File: config.mk
export PLATFORM = sky130hd
export DESIGN_NAME = exec_issue_sched_flat
export DESIGN_NICKNAME = d
export VERILOG_FILES = /design/src/rtl/my_pkg.sv /design/src/rtl/exec_issue_sched_if.sv /design/src/rtl/exec_issue_sched_rr_pick.sv /design/src/rtl/exec_issue_sched.sv /design/src/flat_wrapper.sv
export SDC_FILE = /design/constraint.sdc
export NUM_CORES = 1
export LEC_CHECK = 0
export CORE_MARGIN = 2
export CORE_UTILIZATION = 55
export CTS_BUF_LIST = sky130_fd_sc_hd__clkbuf_8
export CTS_CLUSTER_SIZE = 10
export DETAILED_ROUTE_END_ITERATION = 16
export PLACE_DENSITY = 0.81
export SLEW_MARGIN = 20
export SYNTH_ARGS = -nofsm -noshare
export SYNTH_HDL_FRONTEND = slang
export SYNTH_SLANG_ARGS = --single-unit
File: constraint.sdc
create_clock -name clk -period 10 [get_ports clk]
set_input_delay 2 -clock clk [delete_from_list [all_inputs] [get_ports clk]]
set_output_delay 2 -clock clk [all_outputs]
set_load 0.05 [all_outputs]
File: src/rtl/my_pkg.sv
// Shared execute-stage definitions: execution unit select and stream tag types.
package my_pkg;

    typedef enum logic [1:0] {
        XU_BYPASS  = 2'd0,
        XU_ADDER   = 2'd1,
        XU_LOGICAL = 2'd2,
        XU_MEMORY  = 2'd3
    } xu;

    localparam int STREAM_TAG_W     = 4;
    localparam int EXEC_NSTREAM_MAX = 16;

    typedef logic [STREAM_TAG_W-1:0] stream_tag_t;

endpackage

File: src/rtl/exec_issue_sched_if.sv
// Request/grant and issue bundle between operand fetch, the issue scheduler and execute.
interface exec_issue_sched_if
    import my_pkg::*;
#(
    parameter int NSTREAM = 4
) ();

    logic [NSTREAM-1:0] req_valid;
    xu    [NSTREAM-1:0] req_xu;
    logic [NSTREAM-1:0] req_gnt;
    logic               issue_valid;
    xu                  issue_xu;
    stream_tag_t        issue_tag;

    modport master (
        output req_valid, req_xu,
        input  req_gnt, issue_valid, issue_xu, issue_tag
    );

    modport slave (
        input  req_valid, req_xu,
        output req_gnt, issue_valid, issue_xu, issue_tag
    );

endinterface

File: src/rtl/exec_issue_sched_rr_pick.sv
// Combinational rotating-priority picker: the first eligible stream after ptr wins.
module exec_issue_sched_rr_pick
    import my_pkg::*;
#(
    parameter int NSTREAM = 4
) (
    input  logic [NSTREAM-1:0] elig,
    input  stream_tag_t        ptr,
    output logic [NSTREAM-1:0] gnt,
    output stream_tag_t        idx,
    output logic               any
);

    int cand;

    always_comb begin
        // NOTE: every output gets a default before the search so no path leaves one unassigned (no latch).
        gnt  = '0;
        idx  = '0;
        any  = 1'b0;
        cand = 0;
        for (int k = 1; k <= NSTREAM; k++) begin
            cand = int'(ptr) + k;
            if (cand >= NSTREAM) cand = cand - NSTREAM;
            if (!any && elig[cand]) begin
                any       = 1'b1;
                gnt[cand] = 1'b1;
                idx       = stream_tag_t'(cand);
            end
        end
    end

endmodule

File: src/rtl/exec_issue_sched.sv
// Round-robin issue scheduler sharing the execute units among NSTREAM streams.
// Optional performance counters are enabled with `define EXEC_SCHED_PERF_EN.
module exec_issue_sched
    import my_pkg::*;
#(
    parameter int NSTREAM      = 4,
    parameter int MEM_BUSY_CYC = 2,
    parameter int FLUSH_CYC    = 2
) (
    input  logic                clk,
    input  logic                reset,
    exec_issue_sched_if.slave   bus,
    input  logic                stall_in,
    input  logic                jump_in,
    input  stream_tag_t         jump_tag,
    output logic                busy_mem
`ifdef EXEC_SCHED_PERF_EN
    ,
    output logic [31:0]         grant_cnt [NSTREAM],
    output logic [31:0]         blk_cnt
`endif
);

    localparam int MEM_W   = $clog2(MEM_BUSY_CYC + 1);
    localparam int FLUSH_W = $clog2(FLUSH_CYC + 1);
    localparam logic [MEM_W-1:0]   MEM_LOAD   = MEM_W'(MEM_BUSY_CYC);
    localparam logic [FLUSH_W-1:0] FLUSH_LOAD = FLUSH_W'(FLUSH_CYC);

    logic [MEM_W-1:0]   mem_cnt;
    logic [FLUSH_W-1:0] flush_cnt [NSTREAM];
    stream_tag_t        rr_ptr;
    logic [NSTREAM-1:0] elig;
    logic [NSTREAM-1:0] gnt;
    stream_tag_t        gnt_idx;
    logic               gnt_any;
    xu                  gnt_xu;

    // Gating with reset keeps operand fetch from popping while the scheduler is held.
    always_comb begin
        elig   = '0;
        gnt_xu = XU_BYPASS;
        for (int s = 0; s < NSTREAM; s++) begin
            elig[s] = reset && bus.req_valid[s] && (flush_cnt[s] == '0) && !stall_in
                      && !(bus.req_xu[s] == XU_MEMORY && mem_cnt != '0)
                      && !(jump_in && jump_tag == stream_tag_t'(s));
            if (gnt[s]) gnt_xu = bus.req_xu[s];
        end
    end

    exec_issue_sched_rr_pick #(
        .NSTREAM (NSTREAM)
    ) u_rr_pick (
        .elig (elig),
        .ptr  (rr_ptr),
        .gnt  (gnt),
        .idx  (gnt_idx),
        .any  (gnt_any)
    );

    assign bus.req_gnt = gnt;
    assign busy_mem    = (mem_cnt != '0);

    // NOTE: sequential state uses non-blocking assignments so all flops update from pre-edge values.
    always_ff @(posedge clk or negedge reset) begin
        if (!reset) begin
            rr_ptr          <= stream_tag_t'(NSTREAM - 1);
            bus.issue_valid <= 1'b0;
            bus.issue_xu    <= XU_BYPASS;
            bus.issue_tag   <= '0;
            mem_cnt         <= '0;
        end else begin
            if (gnt_any) begin
                rr_ptr          <= gnt_idx;
                bus.issue_valid <= 1'b1;
                bus.issue_xu    <= gnt_xu;
                bus.issue_tag   <= gnt_idx;
            end else begin
                bus.issue_valid <= 1'b0;
                bus.issue_xu    <= XU_BYPASS;
                bus.issue_tag   <= '0;
            end
            if (gnt_any && gnt_xu == XU_MEMORY) begin
                mem_cnt <= MEM_LOAD;
            end else if (mem_cnt != '0) begin
                mem_cnt <= mem_cnt - MEM_W'(1);
            end
        end
    end

    // A jump tag outside the stream range matches no counter and is dropped.
    always_ff @(posedge clk or negedge reset) begin
        if (!reset) begin
            // NOTE: the flush counters are a handful of flops, so each is reset explicitly.
            for (int s = 0; s < NSTREAM; s++) flush_cnt[s] <= '0;
        end else begin
            for (int s = 0; s < NSTREAM; s++) begin
                if (jump_in && jump_tag == stream_tag_t'(s)) begin
                    flush_cnt[s] <= FLUSH_LOAD;
                end else if (flush_cnt[s] != '0) begin
                    flush_cnt[s] <= flush_cnt[s] - FLUSH_W'(1);
                end
            end
        end
    end

`ifdef EXEC_SCHED_PERF_EN
    always_ff @(posedge clk or negedge reset) begin
        if (!reset) begin
            for (int s = 0; s < NSTREAM; s++) grant_cnt[s] <= '0;
            blk_cnt <= '0;
        end else begin
            for (int s = 0; s < NSTREAM; s++) begin
                if (gnt[s]) grant_cnt[s] <= grant_cnt[s] + 32'd1;
            end
            if ((|bus.req_valid) && !gnt_any) blk_cnt <= blk_cnt + 32'd1;
        end
    end
`endif

endmodule

File: src/flat_wrapper.sv
// flat-port wrapper written by rule: the top's interface ports become plain ports
module exec_issue_sched_flat import my_pkg::*;
#(
    parameter int NSTREAM      = 4,
    parameter int MEM_BUSY_CYC = 2,
    parameter int FLUSH_CYC    = 2
)
  (clk, reset, stall_in, jump_in, jump_tag, busy_mem, bus_req_valid, bus_req_xu, bus_req_gnt, bus_issue_valid, bus_issue_xu, bus_issue_tag);
  exec_issue_sched_if #(.NSTREAM(NSTREAM)) bus_i ();
  input  logic clk;
  input  logic reset;
  input  logic stall_in;
  input  logic jump_in;
  input  stream_tag_t jump_tag;
  output logic busy_mem;
  input wire logic [$bits(bus_i.req_valid)-1:0] bus_req_valid;
  input wire logic [$bits(bus_i.req_xu)-1:0] bus_req_xu;
  output wire logic [$bits(bus_i.req_gnt)-1:0] bus_req_gnt;
  output wire logic [$bits(bus_i.issue_valid)-1:0] bus_issue_valid;
  output wire logic [$bits(bus_i.issue_xu)-1:0] bus_issue_xu;
  output wire logic [$bits(bus_i.issue_tag)-1:0] bus_issue_tag;
  assign bus_i.req_valid = bus_req_valid;
  assign bus_i.req_xu = bus_req_xu;
  assign bus_req_gnt = bus_i.req_gnt;
  assign bus_issue_valid = bus_i.issue_valid;
  assign bus_issue_xu = bus_i.issue_xu;
  assign bus_issue_tag = bus_i.issue_tag;
  exec_issue_sched #(.NSTREAM(NSTREAM), .MEM_BUSY_CYC(MEM_BUSY_CYC), .FLUSH_CYC(FLUSH_CYC)) u_core (.clk(clk), .reset(reset), .bus(bus_i), .stall_in(stall_in), .jump_in(jump_in), .jump_tag(jump_tag), .busy_mem(busy_mem));
endmodule
==> results.toml <==
[cts]
clockBufferDepth = 2
clkSinkCount = 21
post_cts_buffers = 0
h-tree-depth = 1
path_clk_slew_ns = 0.07
cts-resized-gates = 0
postCtsHoldBufs = 0
numCtsBuffers = 3
clockRootBuffer = "clkbuf_8"
tritoncts = "yes"
clock_latency_ns = 0.26

[route]
routed_via_density = 6.13
detail-route-antenna-nets = 0
routedWlPerCell_um = 15.3
routed_wirelength_um = 5060
drc_errors = 0
firstDrtPassIters = 5
drt_iter0_drc = 149
vias = 2022

[critical_path]
rr_endpoint = "u_core.mem_cnt[0]"
crit_start = "jump_tag[0]"
rrSetupSlack_ns = 5.56
critPathLaunchType = "input port"
cpMostUsedCell = "clkdlybuf4s50_1"
worst_setup_path_end_kind = "output pin"
critPathRequiredTime_ns = 8.00
ff2ff_path_depth = 15
cp.arrival_ns = 5.52
slowest_delay_ns = 0.84
rr_startpoint = "u_core.rr_ptr[0]"
path_max_fanout = 7
critPathSlowestCell = "clkdlybuf4s50_1"
path_class = "input port to output pin"
cp_cell_sequence = "clkdlybuf4s50_1 > or4b_4 > o211a_1 > mux4_2 > nor2_1 > and3_1 > a221o_1 > clkdlybuf4s50_1"
cp-endpoint = "bus_req_gnt[3]"

[timing]
slew_violations = 0
setup-violations-final = 0
min_period_ns = 7.52
tns_ns = 0
fin_crit_sh_pct = 75.2
final_hold_viol_count = 0
rsz0062_at_grt = "false"
skew_ns = 0.00477
worstMarginPinSlew_ns = 0.525
max_slew_margin_pct = 64.9
max_freq_mhz = 133

[die]
fp.coreArea_mm2 = 0.00374
dieArea_mm2 = 0.00448
die_h_um = 67.0
num_rows = 22
io_pins = 32
initial_core_util_pct = 58.2
dieWidth_um = 67.0

[pwr]
peakVddDrop_v = 0.000216
powerDensity_mw_per_mm2 = 301
total_power_uw = 774
p_leak_uw = 0.00116

[logic_synthesis]
ys_types = 62
syn_inst = 254
synth-main-ff-cell = "dfrtp_1"
synth-async-reset-ratio_pct = 100
synth_area_mm2 = 0.00218
ys_ff_latch = 21
synthesis.nets = 302
synth-edff-count = 0
yosysWarnings = 0
synth_area_per_cell_um2 = 8.58
synth.yosys.seq_area_share_pct = 24.2

[placement]
dp.cells = 326
dp_hpwl_um = 3970
gp_congestion = 0.918
io_buffers = 31

[grt]
grt_max_degree = 26
overflow = 0
grt_pass1_vias = 1828
grt_first_pass_wirelength_um = 8510
track_usage_pct = 24.5
grt_antenna_before_repair = 0

[cells_and_area]
fin_cells = 330
drive_gt1_share_pct = 5.67
antenna_cells = 0
fin_nets = 331
area_delta_synth_final_pct = 18.1

[worst_hold_path]
hp-class = "flip-flop to flip-flop"
holdCritStartpoint = "u_core.flush_cnt[7]"

[job]
max_cap_violations = 0

[status]
outcome = "complete, no violations"
==> synth_stat cells (4+ instances only) <==
master	instances	area (um^2)
xnor2_1	6	52.6
xor2_1	7	61.3
nand2_1	23	86.3
dfrtp_1	19	475
a21oi_1	18	90.1
nand2b_1	4	25.0
o221ai_1	4	35.0
inv_1	24	90.1
o21ai_0	10	50.1
nor2_1	15	56.3
nand3b_1	6	45.0
nor3_1	4	20.0
ha_1	28	350
clkbuf_1	7	26.3
==> cell usage in the layout, fill, tap and decap left out, types with 4 or more instances in the layout <==
cell and instances:
nand2_1 23, inv_1 24, dfrtp_1 19, clkdlybuf4s50_1 31, o221ai_1 4, ha_1 28, nand3b_1 6, a21oi_1 18
xor2_1 7, xnor2_1 6, o21ai_0 10, nor3_1 4, nand2b_1 4, nor2_1 15
==> critical path, delay by kind of cell <==
family	cells	cell delay, ns
compound gates	2	0.56
mux	1	0.52
buf+inv	2	1.31
simple gates	3	1.13
==> worst min-delay path by stage <==
stage,to,slack [ns],depth (start not counted)
after detailed placement,u_core.flush_cnt[3],0.48,2
final,u_core.flush_cnt[7],0.50,2
after global placement,u_core.flush_cnt[1],0.48,2
after CTS,u_core.flush_cnt[3],0.50,2
after global routing,u_core.flush_cnt[7],0.53,2
after floorplan,u_core.flush_cnt[3],0.46,2
==> power by group <==
part           switching (uW)  internal (uW)
Clock                    28.2           27.8
Combinational             317            226
Sequential               46.4            128
==> sequential cells by signal, indices dropped and copies added (netlist names) <==
name / cells
u_core.mem_cnt: 2
u_core.bus.issue_tag: 4
u_core.rr_ptr: 4
u_core.bus.issue_xu: 2
u_core.bus.issue_valid: 1
u_core.flush_cnt: 8
==> final cells by class <==
class / count / area [um^2]
Inverter: 25 / 93.8
Fill cell: 303 / 1170
Sequential cell: 21 / 528
Tap cell: 48 / 60.1
Timing Repair Buffer: 32 / 318
Clock buffer: 3 / 41.3
Multi-Input combinational cell: 200 / 1530
Clock inverter: 1 / 5.00
==> kinds of logic after synthesis <==
logic type / synth area share (%)
compound gates: 23.4
xor+xnor: 5.22
fa+ha+maj: 16.1
buf+inv: 5.68
flops: 24.2
mux: 3.04
simple gates: 22.4
==> per-stage QoR <==
step	utilization [%]	area [um^2]	hold slack (ns)	setup WS, ns
2_1_floorplan	-	2180	0.456	3.72
3_3_place_gp	67.5	2530	0.476	2.56
3_5_place_dp	67.5	2530	0.483	2.49
4_1_cts	68.8	2570	0.503	2.50
5_1_grt	68.8	2570	0.529	2.25
6_report	68.8	2570	0.496	2.48
==> layer usage <==
metal	GRT usage, %	share of wire (%)	vias up	wire length [um]
li1	-	-	996	-
met1	35.0	47	946	2390
met2	39.6	45	72	2290
met3	5.07	7.1	8	361
met4	1.79	0.53	0	27
met5	0	0	-	0
(Power assumes the default switching activity.)
